<file path="src/rtl/filter_sequencer_pkg.sv">
// Shared types and defaults for the filter sequencer.
// State encoding plus width helper for the timeout counter.
package filter_sequencer_pkg;

  localparam int DEFAULT_DATAWIDTH = 16;
  localparam int DEFAULT_TIMEOUT   = 255;

  typedef enum logic [1:0] {
    S_IDLE  = 2'd0,
    S_START = 2'd1,
    S_WAIT  = 2'd2
  } state_e;

  // Bits needed to hold values 0..t without wrapping.
  function automatic int cnt_width(input int t);
    return (t < 2) ? 1 : $clog2(t + 1);
  endfunction

endpackage

</file>
<file path="src/rtl/filter_sequencer_sat_counter.sv">
// 8-bit saturating up-counter with synchronous clear.
// Used to count samples dropped while the sequencer is busy.
module sat_counter (
  input  logic       clk,
  input  logic       clr,
  input  logic       inc,
  output logic [7:0] cnt
);

  logic [7:0] cnt_q;
  logic [7:0] cnt_d;

  // Next count: clear wins, otherwise increment and stick at 255.
  always_comb begin
    cnt_d = cnt_q;
    if (clr) begin
      cnt_d = 8'd0;
    end else if (inc && (cnt_q != 8'hFF)) begin
      cnt_d = cnt_q + 8'd1;
    end
  end

  // Count register.
  always_ff @(posedge clk) begin
    cnt_q <= cnt_d;
  end

  assign cnt = cnt_q;

endmodule

</file>
<file path="src/rtl/filter_sequencer.sv">
// Sequencer that hands one ADC sample at a time to an external filter.
// Issues once, waits for done or a timeout, and registers the result.
module filter_sequencer
  import filter_sequencer_pkg::*;
#(
  parameter int DATAWIDTH = DEFAULT_DATAWIDTH,
  parameter int TIMEOUT   = DEFAULT_TIMEOUT
) (
  input  logic                 clk,
  input  logic                 rst,
  input  logic                 in_valid,
  input  logic [DATAWIDTH-1:0] in_data,
  input  logic [3:0]           a1_in,
  input  logic [3:0]           a2_in,
  output logic                 once,
  input  logic                 done,
  output logic [DATAWIDTH-1:0] filt_x,
  input  logic [DATAWIDTH-1:0] filt_y,
  output logic [3:0]           a1,
  output logic [3:0]           a2,
  output logic                 out_valid,
  output logic [DATAWIDTH-1:0] out_data,
  output logic                 busy,
  output logic [7:0]           overrun_cnt,
  output logic                 timeout_err
);

  localparam int CW = cnt_width(TIMEOUT);
  localparam logic [CW-1:0] TO_MAX  = CW'(TIMEOUT);
  localparam logic [CW-1:0] TO_LAST = CW'(TIMEOUT - 1);

  state_e state_q, state_d;

  logic [CW-1:0]        cnt_q, cnt_d;
  logic                 once_q, once_d;
  logic                 busy_q, busy_d;
  logic                 out_valid_q, out_valid_d;
  logic [DATAWIDTH-1:0] out_data_q, out_data_d;
  logic [DATAWIDTH-1:0] filt_x_q, filt_x_d;
  logic [3:0]           a1_q, a1_d;
  logic [3:0]           a2_q, a2_d;
  logic                 terr_q, terr_d;

  logic accept;
  logic wait_done;
  logic wait_abort;

  assign accept     = (state_q == S_IDLE) && in_valid;
  assign wait_done  = (state_q == S_WAIT) && done;
  assign wait_abort = (state_q == S_WAIT) && !done
                      && (cnt_q == TO_LAST);

  // State register; reset forces IDLE from any state.
  always_ff @(posedge clk) begin
    if (rst) begin
      state_q <= S_IDLE;
    end else begin
      state_q <= state_d;
    end
  end

  // Next-state logic; done outside WAIT is ignored.
  always_comb begin
    state_d = state_q;
    unique case (state_q)
      S_IDLE:  if (in_valid) state_d = S_START;
      S_START: state_d = S_WAIT;
      S_WAIT:  if (done || (cnt_q == TO_LAST)) state_d = S_IDLE;
      default: state_d = S_IDLE;
    endcase
  end

  // Output/datapath next values; counter saturates at TIMEOUT.
  always_comb begin
    once_d      = (state_d == S_START);
    busy_d      = (state_d != S_IDLE);
    out_valid_d = wait_done;
    out_data_d  = out_data_q;
    filt_x_d    = filt_x_q;
    a1_d        = a1_q;
    a2_d        = a2_q;
    terr_d      = terr_q | wait_abort;
    cnt_d       = cnt_q;
    if (accept) begin
      filt_x_d = in_data;
      a1_d     = a1_in;
      a2_d     = a2_in;
    end
    if (wait_done) begin
      out_data_d = filt_y;
    end
    if (state_q == S_START) begin
      cnt_d = '0;
    end else if ((state_q == S_WAIT) && (cnt_q != TO_MAX)) begin
      cnt_d = cnt_q + 1'b1;
    end
  end

  // Output and datapath registers.
  always_ff @(posedge clk) begin
    if (rst) begin
      cnt_q       <= '0;
      once_q      <= 1'b0;
      busy_q      <= 1'b0;
      out_valid_q <= 1'b0;
      out_data_q  <= '0;
      filt_x_q    <= '0;
      a1_q        <= 4'd0;
      a2_q        <= 4'd0;
      terr_q      <= 1'b0;
    end else begin
      cnt_q       <= cnt_d;
      once_q      <= once_d;
      busy_q      <= busy_d;
      out_valid_q <= out_valid_d;
      out_data_q  <= out_data_d;
      filt_x_q    <= filt_x_d;
      a1_q        <= a1_d;
      a2_q        <= a2_d;
      terr_q      <= terr_d;
    end
  end

  sat_counter u_overrun (
    .clk (clk),
    .clr (rst),
    .inc (in_valid && (state_q != S_IDLE)),
    .cnt (overrun_cnt)
  );

  assign once        = once_q;
  assign busy        = busy_q;
  assign out_valid   = out_valid_q;
  assign out_data    = out_data_q;
  assign filt_x      = filt_x_q;
  assign a1          = a1_q;
  assign a2          = a2_q;
  assign timeout_err = terr_q;

endmodule
</file>
<file path="config.mk">
export PLATFORM = sky130hd
export DESIGN_NAME = filter_sequencer
export DESIGN_NICKNAME = d
export VERILOG_FILES = /design/src/rtl/filter_sequencer_pkg.sv /design/src/rtl/filter_sequencer_sat_counter.sv /design/src/rtl/filter_sequencer.sv
export SDC_FILE = /design/constraint.sdc
export NUM_CORES = 1
export LEC_CHECK = 0
export ABC_CLOCK_PERIOD_IN_PS = 4240
export BUFFER_PORTS_ARGS = -buffer_cell sky130_fd_sc_hd__buf_2
export CAP_MARGIN = 20
export CORE_UTILIZATION = 50
export DETAILED_ROUTE_END_ITERATION = 8
export PLACE_DENSITY = 0.82
export SLEW_MARGIN = 0
export SYNTH_ARGS = -nofsm -noshare
export SYNTH_HDL_FRONTEND = slang
export SYNTH_SLANG_ARGS = --single-unit
</file>
<file path="constraint.sdc">
create_clock -name clk -period 4.24 [get_ports clk]
set_input_delay 0.848 -clock clk [delete_from_list [all_inputs] [get_ports clk]]
set_output_delay 0.848 -clock clk [all_outputs]
set_load 0.02 [all_outputs]
</file>
======== Yosys cells after proc, flatten, opt, wreduce, memory -nomap -nowiden ========
Index checks and enable logic that the tools add are counted.
cells by class
  $add $sub $neg .......................... 2
  equality and inequality tests ........... 6
  mux-type cells .......................... 3
  bitwise gates (word level) .............. 1
  reductions and logical operators ........ 13
operators with widths
  cell                                                  count
  adder 8 x 1 -> 8 bit (second input constant)          2
  inequality test 8 bit (second input constant)         2
  equality test 8 bit (second input constant)           1
  logical AND 1 bit                                     7
  one-hot mux 2 bit (3 select lines)                    1
  equality test 2 x 1 -> 1 bit (second input constant)  2
  two-way mux 2 bit                                     2
  nonzero test 2 bit                                    2
  equality test 2 bit (second input constant)           1
  zero test 2 bit                                       1
  OR reduction 2 bit                                    1
  zero test 1 bit                                       1
  logical OR 1 bit                                      1
  bitwise OR 1 bit                                      1
storage, ports and cells
  flip-flop bits (word level) ............. 62
  bits of input ports ..................... 44
  output and inout bits ................... 52
  logic and storage cells ................. 36

======== Depth between registers and ports, before layout ========
Gate-level depths: netlist (run 1).
  word-level depth ........................ 5
  mapped depth ............................ 6
  mapped depth without buffers ............ 5

======== By module ========
Synthesis (run 1) repeated with hierarchy kept, for this count alone.
unflattened totals
  cell total of the unflattened synthesis .. 270
  area total of the unflattened synthesis .. 2537.4 sq um
modules (own cells, without submodules)
  module            instances  cells each  area an instance (sq um)  seq. area each (sq um)
  filter_sequencer  1          224         2107.0                    1081.0
  sat_counter       1          46          430.4                     160.2

======== Worst setup path before layout (run 1) ========
No wires, ideal clock.
  path kind ............................... in2reg
  from .................................... input in_valid
  to ...................................... register u_overrun.cnt_q[7] (netlist: u_overrun.cnt[7])
  library setup time ...................... 70 ps
  arrival time ............................ 1708 ps
  data required time ...................... 4170 ps
  path slack .............................. 2462 ps
  stages .................................. 4
  buffers on the path ..................... 0
  path through ............................ o21a_2 -> o21ai_4 -> or4_1 -> a21oi_1
between the ends
  word-level cells in the longest chain between the ends .. 2
ends and longest elaborated chain
  item                  line                                source
  start, declared       filter_sequencer.sv:11              input logic in_valid,
  logical AND 1 bit     filter_sequencer.sv:127             .inc (in_valid && (state_q != S_IDLE)),
  logical AND 1 bit     filter_sequencer_sat_counter.sv:18  end else if (inc && (cnt_q != 8'hFF)) begin
  end signal, assigned  filter_sequencer_sat_counter.sv:25  cnt_q <= cnt_d;
  end, declared         filter_sequencer_sat_counter.sv:10  logic [7:0] cnt_q;
Every way passes these cells.
A chain may end at the register's enable or synchronous reset.

======== Final worst setup path (run 1) ========
  from .................................... input rst
  to ...................................... register cnt_q[4]
between the ends
  word-level cells in the longest chain between the ends .. 1
ends and longest elaborated chain
  item                                 line                     source
  start, declared                      filter_sequencer.sv:10   input logic rst,
  OR reduction 2 bit (no source line)  --
  end signal, assigned                 filter_sequencer.sv:112  cnt_q <= cnt_d;
  end, declared                        filter_sequencer.sv:34   logic [CW-1:0] cnt_q, cnt_d;
Every way passes these cells.

==> results of run 1 <==
-- cells by family (layout without fill, tap and decap cells) --
| group | Yosys count | count (layout) |
|---|---|---|
| DFF | 62 | 62 |
| AOI/OAI and AO/OA | 63 | 63 |
| and+or+nand+nor | 130 | 130 |
| muxes | 2 | 2 |
| adders and majority gates | 3 | 3 |
| buffers and inverters | 18 | 114 |
| xor gates and xnor gates | 8 | 8 |
-- where the power goes --
part	internal [W]	switching [W]	leakage, nW
sequential	0.000605	0.0000116	0.505
clock	0.000301	0.000219	0.106
combinational	0.0000462	0.0000805	0.764
-- cell type report --
class | instances | area, sq um | area share, %
clock buffers | 12 | 155 | 5.12
well taps | 52 | 65.1 | 2.15
repair buffers | 95 | 475 | 15.7
clock inverters | 4 | 45.0 | 1.49
multi-input cells | 206 | 1030 | 34.2
inverters | 3 | 11.3 | 0.372
flip-flops and latches | 62 | 1240 | 41.0
-- per-stage QoR --
step / area, sq um / hold WS (ns) / util [%] / setup slack (ns) / instances
6_report: 3030 / 0.450 / 68.1 / 2.42 / 434
5_1_grt: 3030 / 0.472 / 68.1 / 2.34 / 434
4_1_cts: 3030 / 0.452 / 68.1 / 2.42 / 434
3_5_place_dp: 2830 / 0.443 / 63.6 / 2.07 / 418
3_3_place_gp: 2830 / 0.438 / 63.6 / 2.08 / 418
2_1_floorplan: 2350 / 0.458 / - / 2.46 / 286
-- worst min-delay path: stages (launching register included) --
cell     delay, ns
dfxtp_1       0.31
nand2_1       0.05
a21oi_1       0.05
-- synthesized netlist by cell type, types with 2 or more instances --
cell type and number:
o31ai_1 2, o211ai_1 2, nand2b_1 3, and2_1 5
or4_1 2, nor2_1 18, mux2i_1 2, nand3_1 6
or3_1 4, ha_1 3, a21oi_1 48, xor2_1 7
inv_1 3, nand2_1 85, dfxtp_1 62, buf_2 4
o21ai_0 4, nand4_1 4, clkbuf_1 10
-- sequential cells by signal (all words and copies together), names as in the netlist --
| register | flops |
|---|---|
| a1 | 4 |
| busy | 1 |
| once | 1 |
| filt_x | 16 |
| state_q | 2 |
| u_overrun.cnt | 8 |
| timeout_err | 1 |
| a2 | 4 |
| cnt_q | 8 |
| out_valid | 1 |
| out_data | 16 |
-- final timing paths --
kind                                          to  slack (ns)
worst min register to register        filt_x[14]        0.45
worst min-delay path                  filt_x[14]        0.45
worst max register to register  u_overrun.cnt[5]        2.68
worst max-delay path                    cnt_q[4]        2.42
-- metal layers --
layer	up-vias	share of wire, %	global-route usage, %	wire length, um
li1	1134	-	-	-
met1	1004	45	26.4	2280
met2	87	46	35.8	2340
met3	11	6.9	6.13	354
met4	0	2.5	12.7	128
met5	-	0	0	0
==> reports/results.tsv, run 1 <==
stage	metric	value	unit
run_status	run_status	complete, but fails checks	
run_status	violations_in_the_final_reports	design-rule violations	
worst_setup_path	cp_data_required_time	4.46	ns
clock_tree	count_of_hold_fix_buffers_inserted_at_cts	0	
synthesis	yosys_warnings	0	
floorplan	core_area	4440	sq um
worst_setup_path	cp-startpoint	rst	
clock_tree	post-cts-setup-buffers	0	
worst_hold_path	hold_depth	2	
worst_setup_path	worst_ep_arrival_time	2.04	ns
synthesis	synth_xor_area_share	2.98	%
worst_setup_path	endpoint_type_of_the_worst_setup_path	flop	
final_layout	num-fill-cells	385	
clock_tree	numClockSinks	62	
placed_design	final_wtd_congestion	0.822	
routing	routed_wire_length_per_instance	11.8	um
worst_setup_path	rr_worst_depth	5	
final_layout	top_library_cells_by_usage_in_the_layout_fill_and_taps_aside	95 x buf_2, 85 x nand2_1, 62 x dfxtp_1	
clock_tree	cts_max_level	3	
sta	max_slew_headroom	37.2	%
final_layout	area_growth	28.9	%
pwr	peakVddDrop	0.359	mV
clock_tree	insertion_delay_to_the_later_sink_of_the_worst_skew_pair	0.34	ns
worst_setup_path	worst_path_depth	3	
clock_tree	cts_root_buffer	clkbuf_8	
global_route	grt.overflow.total	0	
synthesis	synth.top_cells.by_area	dfxtp_1 53%, nand2_1 14%, a21oi_1 10%	
synthesis	post_synth_inst_count	286	
synthesis	top_cell_type_s_share_of_synthesized_area	52.9	%
routing	firstDrtPassIters	6	
routing	first_iter_violations	152	
clock_tree	tritoncts_clock_tree	built	
global_route	globalRouteTotalUtil	22.0	%
worst_setup_path	critPathSlowestCell	buf_2	
synthesis	synth_fa_ha_area_share	1.60	%
routing	wirelength	5110	um
synthesis	dominantRegCellSynth	dfxtp_1	
job	max_cap_viol_count	0	
synthesis	synth_cell_types	31	
final_layout	drive_gt1_share	29.3	%
global_route	grt_antenna_before_repair	0	
floorplan	fp-row-count	24	
global_route	largest_net_degree_at_the_start_of_global_routing	56	
synthesis	synth_seq_cells	62	
final_layout	final_net_count	424	
pwr	p_leak	1.37	nW
synthesis	yosysSeqAreaShare	52.9	%
floorplan	die_width	70.5	um
worst_setup_path	path_cells	buf_2, nand2b_1, nor2_1	
worst_setup_path	worst-setup-path-type	input port to flop	
sta	tns	0	ns
sta	drv_slew	0	
floorplan	die_area	4980	sq um
worst_setup_path	cp_slowest_stage_delay	0.71	ns
sta	finalHoldViolCount	0	
final_layout	layout.cells.most_common	buf_2	
worst_hold_path	holdCritPathClass	flop to flop	
synthesis	synthesis.nets	333	
sta	max_freq	549	MHz
routing	avgViaCountPerCell	5.15	
synthesis	synth_simple_gate_area_share	23.7	%
floorplan	start_util	52.8	%
synthesis	synth_async_sr_flop_share	0	%
final_layout	antennaDiodeCount	0	
global_route	via_count_of_the_first_global_routing_pass	2077	
worst_setup_path	critical_path.max_fanout	55	
floorplan	floorplan.die.height	70.5	um
synthesis	netlist_area	2350	sq um
sta	timing.final.setup_violations	0	
synthesis	syn-mean-instance-area	8.21	sq um
sta	period_minus_slack	1.82	ns
sta	grt_setup_unrepaired	no	
sta	finalClockSkew	0.00586	ns
clock_tree	cts_repair_resize_count	0	
placed_design	port_buffers	95	
worst_hold_path	launch_instance_of_the_worst_min_delay_path	filt_x[14]	
worst_setup_path	critical-path-top-delay-family	buffers and inverters	
pwr	finalPower	0.00126	W
routing	drcViolationCount	14	
worst_setup_path	crit_buf_inv	1	
global_route	global_route_wire_length_before_repair	8580	um
synthesis	synthMuxAreaShare	0.852	%
floorplan	num_io_pins	96	
sta	worst_pin_slew	0.942	ns
placed_design	hpwlAfterDp	3400	um
clock_tree	cts_made_buffers	9	
pwr	pwr_dens	417	nW/um^2
synthesis	synth-compound-area-share	15.0	%
synthesis	synth-edff-count	0	
clock_tree	path_clk_slew	0.07	ns
routing	via_count	2236	
routing	final_antenna_net_count	0	
sta	final_clock_period_utilization_by_the_worst_path	43.0	%
synthesis	main_combinational_cell_family_by_area_after_synthesis	simple AND/OR/NAND/NOR gates	
worst_setup_path	crit-reg2reg-launch	u_overrun.cnt[0]	
worst_setup_path	cp-start-kind	input port	
clock_tree	clk_path_buf_depth	2	
synthesis	post-synth-top-area-cell	dfxtp_1	
No activity file was read; power rests on OpenSTA's default activity.
==> run 2, diff against run 1 <==
ABC_CLOCK_PERIOD_IN_PS = 1700   (was 4240)
CORE_UTILIZATION = 47   (was 50)
PLACE_DENSITY = 0.78   (was 0.82)
clock period = 1.7 ns   (was 4.24 ns; I/O delays follow)
==> reports/results.tsv, run 2 (same netlist as run 1, synthesis figures left out) <==
stage	metric	value	unit
run_status	run_status	complete, no violations	
floorplan	start_util	49.4	%
final_layout	layout.cells.most_common	buf_2	
floorplan	die_width	72.7	um
final_layout	drive_gt1_share	30.0	%
final_layout	antennaDiodeCount	0	
global_route	global_route_wire_length_before_repair	8310	um
sta	tns	0	ns
final_layout	final_net_count	429	
clock_tree	cts_made_buffers	9	
worst_setup_path	cp_data_required_time	1.95	ns
floorplan	floorplan.die.height	72.7	um
sta	grt_setup_unrepaired	no	
worst_setup_path	critical_path.max_fanout	10	
clock_tree	cts_repair_resize_count	0	
clock_tree	insertion_delay_to_the_later_sink_of_the_worst_skew_pair	0.33	ns
worst_setup_path	path_cells	ha_1, nand3_1, o21ai_4, or4_1, a21oi_1	
global_route	grt_antenna_before_repair	0	
routing	final_antenna_net_count	0	
sta	timing.final.setup_violations	0	
pwr	peakVddDrop	0.632	mV
clock_tree	cts_root_buffer	clkbuf_8	
global_route	via_count_of_the_first_global_routing_pass	1949	
global_route	globalRouteTotalUtil	20.6	%
sta	drv_slew	0	
clock_tree	numClockSinks	62	
job	max_cap_viol_count	0	
final_layout	num-fill-cells	441	
routing	firstDrtPassIters	5	
routing	wirelength	5350	um
sta	max_slew_headroom	64.6	%
clock_tree	cts_max_level	3	
sta	worst_pin_slew	0.531	ns
worst_setup_path	crit_buf_inv	0	
worst_hold_path	holdCritPathClass	input port to flop	
pwr	p_leak	1.42	nW
clock_tree	post-cts-setup-buffers	0	
worst_setup_path	worst-setup-path-type	flop to flop	
placed_design	placed_cell_area	2880	sq um
floorplan	core_area	4750	sq um
routing	first_iter_violations	117	
final_layout	area_growth	33.4	%
pwr	pwr_dens	1100	nW/um^2
global_route	grt.overflow.total	0	
worst_setup_path	endpoint_type_of_the_worst_setup_path	flop	
worst_setup_path	critPathSlowestCell	or4_1	
final_layout	design_area	3130	sq um
clock_tree	tritoncts_clock_tree	built	
routing	via_count	2268	
worst_setup_path	critical-path-top-delay-family	simple AND/OR/NAND/NOR gates	
placed_design	final_wtd_congestion	0.768	
routing	avgViaCountPerCell	5.00	
sta	max_freq	613	MHz
clock_tree	clk_path_buf_depth	2	
sta	period_minus_slack	1.63	ns
routing	drcViolationCount	0	
sta	finalClockSkew	0.00675	ns
global_route	largest_net_degree_at_the_start_of_global_routing	34	
floorplan	fp-row-count	25	
placed_design	port_buffers	95	
worst_setup_path	cp-start-kind	flop	
worst_setup_path	worst_ep_arrival_time	1.88	ns
clock_tree	count_of_hold_fix_buffers_inserted_at_cts	0	
sta	finalHoldViolCount	0	
floorplan	num_io_pins	96	
routing	routed_wire_length_per_instance	11.8	um
clock_tree	path_clk_slew	0.07	ns
sta	final_clock_period_utilization_by_the_worst_path	96.0	%
final_layout	top_library_cells_by_usage_in_the_layout_fill_and_taps_aside	95 x buf_2, 85 x nand2_1, 62 x dfxtp_1	
floorplan	die_area	5280	sq um
worst_setup_path	cp_slowest_stage_delay	0.53	ns
placed_design	hpwlAfterDp	3600	um
## run 2: changes by cell type in the layout (fill, tap and decap cells not counted)
cell | previous run | this run
buf_4 | 0 | 5
bufinv_16 | 1 | 3
clkbuf_1 | 1 | 2
clkinv_2 | 3 | 0
## run 2: worst reg2reg max path, cell delays in order (launching register included)
cell	delay, ns
dfxtp_1	0.34
ha_1	0.24
nand3_1	0.13
o21ai_4	0.11
or4_1	0.53
a21oi_1	0.20
## run 2: worst paths after layout
kind | start | to | slack, ns | cells past startpoint
setup / recovery | u_overrun.cnt[0] | u_overrun.cnt[5] | 0.07 | 5
hold / removal | a1_in[3] | a1[3] | 0.24 | 3
setup reg to reg | u_overrun.cnt[0] | u_overrun.cnt[5] | 0.07 | 5
hold reg to reg | out_data[15] | out_data[15] | 0.45 | 2
## run 2: metal layers
layer  part of all wire [%]  track usage [%]  vias up
li1                       -                -     1144
met1                     44             24.5     1028
met3                    6.9             5.66        8
met5                      0                0        -
met2                     48             33.9       88
met4                    1.7             11.1        0
## run 2: metrics by stage
step	util [%]	worst slack [ns]	total power, W	cells	hold WS [ns]
after floorplan	-	0.154	0.00177	286	0.458
after global placement	60.7	0.214	0.00189	438	0.439
after detailed placement	60.7	0.165	0.00190	438	0.444
after CTS	65.9	0.0653	0.00349	454	0.227
after global routing	65.9	0.00283	0.00358	454	0.230
final	65.9	0.0680	0.00346	454	0.240
## run 2: power by group
part	total (W)	internal [W]	switching [W]
clock network	0.00160	0.00106	0.000539
logic	0.000327	0.000124	0.000204
registers	0.00154	0.00151	0.0000297
total	0.00346	0.00269	0.000773
## run 2: cell type report
class	count	area, sq um	share of cell area, %
Inverter	3	11.3	0.359
Tap cell	67	83.8	2.68
Clock buffer	13	159	5.07
Sequential cell	62	1240	39.6
Timing Repair Buffer	100	513	16.4
Clock inverter	3	90.1	2.88
Multi-Input combinational cell	206	1030	33.0
==> run 3, diff against run 2 <==
==> constraint.sdc (replaced) <==
create_clock -name clk -period 1.7 [get_ports clk]
set_input_delay 0.085 -clock clk [delete_from_list [all_inputs] [get_ports clk]]
set_output_delay 0.085 -clock clk [all_outputs]
set_load 0.02 [all_outputs]
==> reports/results.tsv, run 3 (same netlist as run 1, synthesis figures left out) <==
stage	metric	value	unit
final_layout	top_library_cells_by_usage_in_the_layout_fill_and_taps_aside	95 x buf_2, 85 x nand2_1, 62 x dfxtp_1	
routing	first_iter_violations	59	
worst_setup_path	path_cells	ha_1, nand3_1, o21ai_4, or4_1, a21oi_1	
worst_setup_path	worst-setup-path-type	flop to flop	
placed_design	hpwlAfterDp	3570	um
final_layout	area_growth	46.5	%
clock_tree	count_of_hold_fix_buffers_inserted_at_cts	34	
worst_hold_path	holdCritPathClass	input port to flop	
floorplan	num_io_pins	96	
worst_setup_path	critPathSlowestCell	or4_1	
global_route	grt.overflow.total	0	
clock_tree	insertion_delay_to_the_later_sink_of_the_worst_skew_pair	0.33	ns
pwr	pwr_dens	967	nW/um^2
pwr	peakVddDrop	0.829	mV
global_route	largest_net_degree_at_the_start_of_global_routing	27	
floorplan	die_area	5280	sq um
final_layout	antennaDiodeCount	0	
pwr	power_report.internal_total	0.00254	W
floorplan	core_area	4750	sq um
clock_tree	clk_path_buf_depth	2	
routing	avgViaCountPerCell	4.84	
sta	worst_pin_slew	0.521	ns
sta	timing.final.setup_violations	0	
placed_design	final_wtd_congestion	0.820	
routing	firstDrtPassIters	4	
routing	via_count	2364	
worst_setup_path	cp-start-kind	flop	
clock_tree	tritoncts_clock_tree	built	
pwr	power.switching_fraction	23.5	%
pwr	pwr-share-clk	41.9	%
routing	drcViolationCount	0	
worst_setup_path	critical_path.max_fanout	10	
final_layout	drive_gt1_share	27.6	%
worst_setup_path	endpoint_type_of_the_worst_setup_path	flop	
floorplan	die_width	72.7	um
worst_setup_path	cp_data_required_time	1.96	ns
worst_setup_path	crit_buf_inv	0	
floorplan	floorplan.die.height	72.7	um
sta	max_freq	651	MHz
worst_setup_path	critical-path-top-delay-family	simple AND/OR/NAND/NOR gates	
clock_tree	cts_root_buffer	clkbuf_8	
placed_design	port_buffers	95	
sta	finalHoldViolCount	0	
final_layout	num-fill-cells	376	
clock_tree	numClockSinks	62	
worst_setup_path	cp_slowest_stage_delay	0.51	ns
pwr	comb_power_share	11.8	%
global_route	via_count_of_the_first_global_routing_pass	2202	
final_layout	final_net_count	463	
sta	tns	0	ns
pwr	total_net_switching_power	0.000783	W
worst_setup_path	worst_ep_arrival_time	1.80	ns
clock_tree	cts_max_level	3	
sta	drv_slew	0	
global_route	grt_antenna_before_repair	0	
job	max_cap_viol_count	0	
clock_tree	cts_made_buffers	9	
run_status	run_status	complete, no violations	
clock_tree	cts_repair_resize_count	0	
sta	period_minus_slack	1.54	ns
routing	wirelength	5750	um
clock_tree	path_clk_slew	0.07	ns
sta	finalClockSkew	0.00694	ns
pwr	p_leak	1.54	nW
final_layout	layout.cells.most_common	buf_2	
floorplan	start_util	49.4	%
routing	final_antenna_net_count	0	
floorplan	fp-row-count	25	
sta	max_slew_headroom	65.3	%
global_route	global_route_wire_length_before_repair	9140	um
pwr	finalPower	0.00333	W
sta	grt_setup_unrepaired	no	
clock_tree	post-cts-setup-buffers	0	
routing	routed_wire_length_per_instance	11.8	um
global_route	globalRouteTotalUtil	22.4	%
pwr	power_frac_seq	46.3	%
sta	final_clock_period_utilization_by_the_worst_path	90.3	%
[run 3: final cells by class]
type	count	area, sq um	area share, %
inverters	3	11.3	0.327
repair buffers	134	853	24.8
multi-input cells	206	1030	30.1
flip-flops and latches	62	1240	36.1
well taps	67	83.8	2.44
clock inverters	4	70.1	2.04
clock buffers	12	145	4.22
[run 3: final timing paths]
check,cells after the start,to,slack [ns],from
max,5,u_overrun.cnt[5],0.16,u_overrun.cnt[0]
min,3,out_data[0],0.004,filt_y[0]
max reg2reg,5,u_overrun.cnt[5],0.16,u_overrun.cnt[0]
min reg2reg,2,out_data[8],0.45,out_data[8]
[run 3: routing by layer]
metal	track usage (%)	share of wire, %	vias up	wire, um
li1	-	-	1206	-
met1	25.3	44	1067	2540
met2	38.7	47	79	2690
met3	6.49	6.8	12	393
met4	10.5	2.1	0	121
met5	0	0	-	0
[run 3: metrics by stage]
stage,instance area (sq um),hold WS [ns],utilization [%],setup slack [ns],std cells
floorplan,2350,0.221,-,0.154,286
global placement,2880,0.325,60.7,0.223,438
detailed placement,2880,0.331,60.7,0.170,438
CTS,3440,0.00114,72.3,0.154,488
global route,3440,0.00870,72.3,0.0786,488
finish,3440,0.00440,72.3,0.164,488
[run 3: power by group through the flow]
stage	sequential [W]	clock, W	combinational, W
6_report	0.00154	0.00140	0.000393
5_1_grt	0.00154	0.00148	0.000429
4_1_cts	0.00154	0.00142	0.000389
3_5_place_dp	0.00157	0	0.000329
3_3_place_gp	0.00157	0	0.000325
2_1_floorplan	0.00163	0	0.000134
[run 3: worst register-to-register path: cells and delay by family, from the launching register on]
family	cells	cell delay, ns
flip-flops	1	0.34
adder cells (fa/ha/maj)	1	0.23
AO/OA/AOI/OAI	2	0.26
AND/OR/NAND/NOR	2	0.64
